===== config.mk =====
export PLATFORM = sky130hd
export DESIGN_NAME = sd_spi_sector_reader
export DESIGN_NICKNAME = d
export VERILOG_FILES = /design/src/rtl/sd_spi_pkg.sv /design/src/rtl/sd_spi_byte_xfer.sv /design/src/rtl/sd_spi_sector_reader.sv
export SDC_FILE = /design/constraint.sdc
export NUM_CORES = 1
export LEC_CHECK = 0
export ABC_AREA = 0
export CORE_ASPECT_RATIO = 0.9
export CORE_MARGIN = 4
export CORE_UTILIZATION = 52
export DETAILED_ROUTE_END_ITERATION = 7
export GPL_ROUTABILITY_DRIVEN = 1
export PLACE_DENSITY = 0.81
export SLEW_MARGIN = 20
export SYNTH_ARGS = -nofsm -noshare
export SYNTH_HDL_FRONTEND = slang
export SYNTH_HIERARCHICAL = 1
export SYNTH_SLANG_ARGS = --single-unit
export TNS_END_PERCENT = 50

===== constraint.sdc =====
create_clock -name clk -period 2.67 [get_ports clk]
set_input_delay 0.4005 -clock clk [delete_from_list [all_inputs] [get_ports clk]]
set_output_delay 0.4005 -clock clk [all_outputs]
set_load 0.01 [all_outputs]

===== src/rtl/sd_spi_pkg.sv =====
// Shared constants, state encodings and the CMD17 frame helper for the SD-over-SPI sector reader.
package sd_spi_pkg;
  localparam logic [7:0] SPI_ADDR_CS   = 8'h04;
  localparam logic [7:0] SPI_ADDR_DATA = 8'h08;
  localparam logic [7:0] CMD17         = 8'h51;
  localparam logic [7:0] CMD17_CRC     = 8'h01;
  localparam logic [7:0] TOKEN_START   = 8'hFE;
  localparam logic [7:0] IDLE_BYTE     = 8'hFF;

  localparam logic [2:0] ERR_OK            = 3'd0;
  localparam logic [2:0] ERR_R1_TIMEOUT    = 3'd1;
  localparam logic [2:0] ERR_R1_BAD        = 3'd2;
  localparam logic [2:0] ERR_TOKEN_BAD     = 3'd3;
  localparam logic [2:0] ERR_TOKEN_TIMEOUT = 3'd4;

  typedef enum logic [3:0] {
    S_IDLE, S_CS_ON, S_PRE, S_CMD, S_R1, S_TOKEN, S_DATA,
    S_HOLD, S_CRC, S_CS_OFF, S_TAIL, S_FIN
  } state_e;

  typedef enum logic [2:0] {X_IDLE, X_WR, X_GAP, X_RD, X_CS} xfer_state_e;

  // Byte idx of the 6-byte CMD17 frame: opcode, 4 argument bytes MSB first, CRC/stop.
  function automatic logic [7:0] cmd17_byte(input logic [2:0] idx, input logic [31:0] arg);
    case (idx)
      3'd0:    return CMD17;
      3'd1:    return arg[31:24];
      3'd2:    return arg[23:16];
      3'd3:    return arg[15:8];
      3'd4:    return arg[7:0];
      default: return CMD17_CRC;
    endcase
  endfunction
endpackage


===== src/rtl/sd_spi_byte_xfer.sv =====
// Drives the SPI controller register port: one full-duplex byte (data write then read back)
// or a single chip-select register write. rx_valid_o pulses when either finishes.
import sd_spi_pkg::*;

module sd_spi_byte_xfer (
  input  logic        clk,
  input  logic        resetn,
  input  logic        start_i,
  input  logic [7:0]  tx_i,
  input  logic        cs_start_i,
  input  logic [31:0] cs_val_i,
  output logic [7:0]  rx_o,
  output logic        rx_valid_o,
  output logic        spi_wr_o,
  output logic        spi_rd_o,
  output logic [7:0]  spi_addr_o,
  output logic [31:0] spi_wdat_o,
  input  logic [31:0] spi_rdat_i,
  input  logic        spi_done_i
);
  xfer_state_e xs_q, xs_d;
  logic        wr_q, wr_d, rd_q, rd_d, rxv_q, rxv_d;
  logic [7:0]  addr_q, addr_d, rx_q, rx_d;
  logic [31:0] wdat_q, wdat_d;
  logic        unused_rdat;

  assign unused_rdat = ^spi_rdat_i[31:8];

  always_ff @(posedge clk) begin
    if (!resetn) begin
      xs_q <= X_IDLE; wr_q <= 1'b0; rd_q <= 1'b0; rxv_q <= 1'b0;
      addr_q <= 8'h00; wdat_q <= 32'h0; rx_q <= 8'h00;
    end else begin
      xs_q <= xs_d; wr_q <= wr_d; rd_q <= rd_d; rxv_q <= rxv_d;
      addr_q <= addr_d; wdat_q <= wdat_d; rx_q <= rx_d;
    end
  end

  // Requests drop on the edge that samples spi_done; X_GAP gives the idle cycle before the read.
  always_comb begin
    xs_d = xs_q; wr_d = wr_q; rd_d = rd_q; rxv_d = 1'b0;
    addr_d = addr_q; wdat_d = wdat_q; rx_d = rx_q;
    case (xs_q)
      X_IDLE: begin
        if (cs_start_i) begin
          wr_d = 1'b1; addr_d = SPI_ADDR_CS; wdat_d = cs_val_i; xs_d = X_CS;
        end else if (start_i) begin
          wr_d = 1'b1; addr_d = SPI_ADDR_DATA; wdat_d = {24'h0, tx_i}; xs_d = X_WR;
        end
      end
      X_WR:  if (spi_done_i) begin wr_d = 1'b0; xs_d = X_GAP; end
      X_GAP: begin rd_d = 1'b1; addr_d = SPI_ADDR_DATA; xs_d = X_RD; end
      X_RD: if (spi_done_i) begin
        rd_d = 1'b0; rx_d = spi_rdat_i[7:0]; rxv_d = 1'b1; xs_d = X_IDLE;
      end
      X_CS: if (spi_done_i) begin wr_d = 1'b0; rxv_d = 1'b1; xs_d = X_IDLE; end
      default: xs_d = X_IDLE;
    endcase
  end

  assign rx_o       = rx_q;
  assign rx_valid_o = rxv_q;
  assign spi_wr_o   = wr_q;
  assign spi_rd_o   = rd_q;
  assign spi_addr_o = addr_q;
  assign spi_wdat_o = wdat_q;
endmodule


===== src/rtl/sd_spi_sector_reader.sv =====
// Reads one 512-byte SD sector in SPI mode via CMD17 and streams it out over valid/ready.
// Errors skip straight to chip-select release, one release byte, then the done pulse.
import sd_spi_pkg::*;

module sd_spi_sector_reader #(
  parameter int CS_LENGTH     = 32,
  parameter int CS_INDEX      = 0,
  parameter int BLOCK_ADDR    = 1,
  parameter int R1_TIMEOUT    = 8,
  parameter int TOKEN_TIMEOUT = 4096
) (
  input  logic        clk,
  input  logic        resetn,
  input  logic        cmd_valid,
  output logic        cmd_ready,
  input  logic [31:0] cmd_lba,
  output logic        out_valid,
  input  logic        out_ready,
  output logic [7:0]  out_data,
  output logic        out_last,
  output logic        busy,
  output logic        done,
  output logic        err,
  output logic [2:0]  err_code,
  output logic        spi_wr,
  output logic        spi_rd,
  output logic [7:0]  spi_addr,
  output logic [31:0] spi_wdat,
  input  logic [31:0] spi_rdat,
  input  logic        spi_done
);
  localparam logic [12:0]          R1_LIM      = 13'(R1_TIMEOUT);
  localparam logic [12:0]          TOK_LIM     = 13'(TOKEN_TIMEOUT);
  localparam logic [CS_LENGTH-1:0] CS_SEL_MASK = ~(CS_LENGTH'(1) << CS_INDEX);
  localparam logic [31:0]          CS_SEL_WORD = 32'(CS_SEL_MASK);
  localparam logic [31:0]          CS_OFF_WORD = 32'({CS_LENGTH{1'b1}});

  state_e      st_q, st_d;
  logic [9:0]  cnt_q, cnt_d;
  logic [12:0] poll_q, poll_d;
  logic        err_q, err_d, done_q, done_d, ov_q, ov_d, ol_q, ol_d;
  logic        go_q, go_d, gocs_q, gocs_d;
  logic [2:0]  code_q, code_d;
  logic [7:0]  od_q, od_d, tx_q, tx_d, rx;
  logic [31:0] lba_q, lba_d, arg, cs_val;
  logic        rx_valid;

  assign arg    = (BLOCK_ADDR != 0) ? lba_q : {lba_q[22:0], 9'b0};
  assign cs_val = (st_q == S_CS_ON) ? CS_SEL_WORD : CS_OFF_WORD;

  always_ff @(posedge clk) begin
    if (!resetn) begin
      st_q <= S_IDLE; cnt_q <= 10'd0; poll_q <= 13'd0; err_q <= 1'b0; code_q <= ERR_OK;
      done_q <= 1'b0; ov_q <= 1'b0; ol_q <= 1'b0; od_q <= 8'h00; go_q <= 1'b0; gocs_q <= 1'b0;
    end else begin
      st_q <= st_d; cnt_q <= cnt_d; poll_q <= poll_d; err_q <= err_d; code_q <= code_d;
      done_q <= done_d; ov_q <= ov_d; ol_q <= ol_d; od_q <= od_d; go_q <= go_d; gocs_q <= gocs_d;
    end
  end

  always_ff @(posedge clk) begin
    tx_q  <= tx_d;
    lba_q <= lba_d;
  end

  always_comb begin
    st_d = st_q; cnt_d = cnt_q; poll_d = poll_q; err_d = err_q; code_d = code_q;
    done_d = 1'b0; ov_d = ov_q; ol_d = ol_q; od_d = od_q; go_d = 1'b0; gocs_d = 1'b0;
    tx_d = tx_q; lba_d = lba_q;
    case (st_q)
      S_IDLE: if (cmd_valid) begin
        lba_d = cmd_lba; err_d = 1'b0; code_d = ERR_OK; gocs_d = 1'b1; st_d = S_CS_ON;
      end
      S_CS_ON: if (rx_valid) begin go_d = 1'b1; tx_d = IDLE_BYTE; st_d = S_PRE; end
      S_PRE: if (rx_valid) begin go_d = 1'b1; tx_d = CMD17; cnt_d = 10'd0; st_d = S_CMD; end
      S_CMD: if (rx_valid) begin
        go_d = 1'b1;
        if (cnt_q == 10'd5) begin
          tx_d = IDLE_BYTE; poll_d = 13'd1; st_d = S_R1;
        end else begin
          cnt_d = cnt_q + 10'd1; tx_d = cmd17_byte(cnt_d[2:0], arg);
        end
      end
      // poll_q counts polls already issued and only advances below the limit, so it never wraps.
      S_R1: if (rx_valid) begin
        if (!rx[7] && rx == 8'h00) begin
          go_d = 1'b1; tx_d = IDLE_BYTE; poll_d = 13'd1; st_d = S_TOKEN;
        end else if (!rx[7]) begin
          err_d = 1'b1; code_d = ERR_R1_BAD; gocs_d = 1'b1; st_d = S_CS_OFF;
        end else if (poll_q >= R1_LIM) begin
          err_d = 1'b1; code_d = ERR_R1_TIMEOUT; gocs_d = 1'b1; st_d = S_CS_OFF;
        end else begin
          go_d = 1'b1; tx_d = IDLE_BYTE; poll_d = poll_q + 13'd1;
        end
      end
      S_TOKEN: if (rx_valid) begin
        if (rx == TOKEN_START) begin
          go_d = 1'b1; tx_d = IDLE_BYTE; cnt_d = 10'd0; st_d = S_DATA;
        end else if (rx != IDLE_BYTE) begin
          err_d = 1'b1; code_d = ERR_TOKEN_BAD; gocs_d = 1'b1; st_d = S_CS_OFF;
        end else if (poll_q >= TOK_LIM) begin
          err_d = 1'b1; code_d = ERR_TOKEN_TIMEOUT; gocs_d = 1'b1; st_d = S_CS_OFF;
        end else begin
          go_d = 1'b1; tx_d = IDLE_BYTE; poll_d = poll_q + 13'd1;
        end
      end
      S_DATA: if (rx_valid) begin
        od_d = rx; ov_d = 1'b1; ol_d = (cnt_q == 10'd511); st_d = S_HOLD;
      end
      // The next card byte is fetched only once the held byte is consumed; cnt runs on into 512/513 for CRC.
      S_HOLD: if (out_ready) begin
        ov_d = 1'b0; ol_d = 1'b0; cnt_d = cnt_q + 10'd1; go_d = 1'b1; tx_d = IDLE_BYTE;
        st_d = (cnt_q == 10'd511) ? S_CRC : S_DATA;
      end
      S_CRC: if (rx_valid) begin
        if (cnt_q == 10'd513) begin
          gocs_d = 1'b1; st_d = S_CS_OFF;
        end else begin
          cnt_d = cnt_q + 10'd1; go_d = 1'b1; tx_d = IDLE_BYTE;
        end
      end
      S_CS_OFF: if (rx_valid) begin go_d = 1'b1; tx_d = IDLE_BYTE; st_d = S_TAIL; end
      S_TAIL:   if (rx_valid) begin done_d = 1'b1; st_d = S_FIN; end
      S_FIN:    st_d = S_IDLE;
      default:  st_d = S_IDLE;
    endcase
  end

  sd_spi_byte_xfer u_xfer (
    .clk        (clk),
    .resetn     (resetn),
    .start_i    (go_q),
    .tx_i       (tx_q),
    .cs_start_i (gocs_q),
    .cs_val_i   (cs_val),
    .rx_o       (rx),
    .rx_valid_o (rx_valid),
    .spi_wr_o   (spi_wr),
    .spi_rd_o   (spi_rd),
    .spi_addr_o (spi_addr),
    .spi_wdat_o (spi_wdat),
    .spi_rdat_i (spi_rdat),
    .spi_done_i (spi_done)
  );

  assign cmd_ready = (st_q == S_IDLE);
  assign busy      = (st_q != S_IDLE);
  assign done      = done_q;
  assign err       = err_q;
  assign err_code  = code_q;
  assign out_valid = ov_q;
  assign out_data  = od_q;
  assign out_last  = ol_q;
endmodule


==> qor.yml <==
status: "completed"
wl_mm: 15.1
worst_slack_ps: 122
max_clock_freq_mhz: 392
syn_inst: 620
cp_cell_sequence: "or4_1 -> inv_1 -> clkdlybuf4s50_1"
diodes: 0
place_inst: 888
power.density_mw_per_mm2: 785
whs_ps: 473
setup_tns_ps: 0
routed_via_density: 5.73
pwr-share-comb: 0.220
p_sw_mw: 1.72
io_buffers: 97
instances_no_fill: 920
core_mm2: 0.0115
total_power_mw: 6.29
critPathArrivalTime_ps: 2150
cts_root_buffer: "clkbuf_16"
insertion_delay_ps: 420
met2_length_mm: 7.14
path_class: "flip-flop to primary output"
syn_area_per_cell_um2: 9.92
drtAntennaViolNets: 0
grt_pass1_wl_mm: 25.1
cts_made_buffers: 17
postCtsHoldBufs: 0
synth-seq-area-share: 0.495
yosys_warnings: 6
seq_power_share: 0.406
gp_congestion: 0.895
gr-total-overflow: 0
cts.sinks: 132
hpwlAfterDp_mm: 10.4
fill_cells: 871
grt_max_degree: 44
rsz0062_at_grt: "false"
crit_path_end_kind: "primary output"
drt-initial-drc-count: 564
drcViolationCount: 0
post_cts_buffers: 0
final_nets: 828
num_vias: 5270
start_util: 0.536
cp_max_fo: 18
synth_cell_type_count: 75
antenna_found_initial: 0
clkPwrFrac: 0.374
htree_levels: 4
slowest_stage: "or4_1"
tritoncts: "built"
ios: 128
hp-class: "flip-flop to flip-flop"
min_period_over_period: 0.954
wl_per_cell_um: 16.4
met3_length_um: 982
grt_use_total: 0.229
die_y_um: 111
yosys_register_bits: 132
finalSetupViolations: 0
max_slew_margin: 0.415
clkSlewWorstSetupHoldPaths_ps: 50
clk_path_buf_depth: 2
worst_setup_path_start_kind: "flip-flop"
drt_pass1_iterations: 6
max_stage_delay_ps: 640
required_ps: 2270
switching_share: 0.274
syn_area_mm2: 0.00615
clock_skew_ps: 5.55
maxSlewViolCount: 0
hold_viol_final: 0
die_w_um: 123
drive_gt1_frac: 0.106
multi_input_area_mm2: 0.00294
regArea_mm2: 0.00304
die_area_mm2: 0.0136
drv_cap: 0
area_delta_synth_final_pct: 30.2
synthFlopType: "dfxtp_1"
grt_pass1_vias: 5177
ys_async_sr_fraction: 0
topRoutingLayerUsed: "met4"
leakagePower_nw: 3.01
synth-edff-count: 40
place_ws_ps: 240
min_period_ps: 2550
internal_power_mw: 4.56
wl_met1_mm: 6.64
ir_drop_uv: 484
tightest_slew_ps: 878
std_cell_rows: 37
[layout by cell type, fill, tap and decap left out, types with 9 or more instances in the layout]
cell and count:
a211oi_1 9, nand2_1 70, a31oi_1 9, nor2b_1 11, nand4_1 9, dfxtp_1 91
clkdlybuf4s50_1 97, clkbuf_16 17, nand3_1 14, and3_1 12, buf_4 26, o211ai_1 9
edfxtp_1 40, conb_1 37, a21boi_0 11, a21oi_1 43, a22o_1 25, mux2i_1 12
inv_1 10, o21ai_0 21, nor2_1 40
[power by group through the flow]
stage | registers (mW) | clock network (mW) | logic, mW
2_1_floorplan | 2.56 | 0 | 0.856
3_3_place_gp | 2.57 | 0 | 1.33
3_5_place_dp | 2.59 | 0 | 1.36
4_1_cts | 2.55 | 2.39 | 1.38
5_1_grt | 2.59 | 2.48 | 1.51
6_report | 2.55 | 2.35 | 1.38
[layer usage]
metal / track usage / up-vias
met5: 0 / -
met4: 0.0791 / 0
met2: 0.364 / 195
li1: - / 2527
met1: 0.300 / 2518
met3: 0.0617 / 30
[through the flow]
| step | util | area [um^2] |
|---|---|---|
| after floorplan | - | 6280 |
| after global placement | 0.645 | 7400 |
| after detailed placement | 0.645 | 7400 |
| after CTS | 0.696 | 8000 |
| after global routing | 0.697 | 8000 |
| final | 0.697 | 8000 |
[kinds of logic after synthesis]
family	count (synthesis)	synth area share
simple gates	219	0.195
compound gates	178	0.209
flops	132	0.495
buf+inv	59	0.0496
mux	12	0.0195
xor+xnor	10	0.0142
fa+ha+maj	8	0.0163
other cells	2	0.00122
[final timing paths]
path,start,endpoint,slack [ps],cells after the start
worst max-delay path,st_q[1],cmd_ready,120,3
worst min-delay path,u_xfer/spi_wdat_o[27],u_xfer/spi_wdat_o[27],470,1
worst max register to register,cnt_q[0],poll_q[10],190,7
worst min register to register,u_xfer/spi_wdat_o[27],u_xfer/spi_wdat_o[27],470,1
[registers in the layout, summed over array words and instances, names as in the netlist, 2 cells and up]
signal             cells
arg                   32
u_xfer/spi_wdat_o     32
poll_q                13
cnt_q                 10
out_data               8
tx_q                   8
u_xfer/rx_o            8
st_q                   4
err_code               3
u_xfer/xs_q            3
u_xfer/spi_addr_o      2
[final cells by class]
class | count | share of cell area
clock inverters | 15 | 0.0211
repair buffers | 124 | 0.148
multi-input cells | 464 | 0.367
inverters | 12 | 0.00563
flip-flops and latches | 132 | 0.380
well taps | 156 | 0.0244
clock buffers | 17 | 0.0531
[cell usage after synthesis (all sizes together) (10+ instances only)]
| master | instances | area [um^2] |
|---|---|---|
| dfxtp | 92 | 1840 |
| nand2 | 71 | 274 |
| a21oi | 44 | 231 |
| edfxtp | 40 | 1200 |
| nor2 | 40 | 150 |
| buf | 28 | 189 |
| a22o | 25 | 219 |
| o21ai | 21 | 105 |
| clkbuf | 19 | 71.3 |
| and3 | 14 | 90.1 |
| nand3 | 14 | 70.1 |
| a21boi | 12 | 90.1 |
| inv | 12 | 45.1 |
| mux2i | 12 | 120 |
| nor2b | 11 | 68.8 |
| a31oi | 10 | 77.6 |
[timing repair]
action / 4_1_cts / 5_1_grt
hold endpoints to repair: 0 / 0
resized for setup: 0 / 2
setup endpoints to repair: 0 / 2
[worst max-delay path, delay by kind of cell (launching register included)]
kind	cells	cell delay [ps]
DFF	1	460
buffers and inverters	2	620
and+or+nand+nor	1	640
No activity file was read; power rests on OpenSTA's default activity.
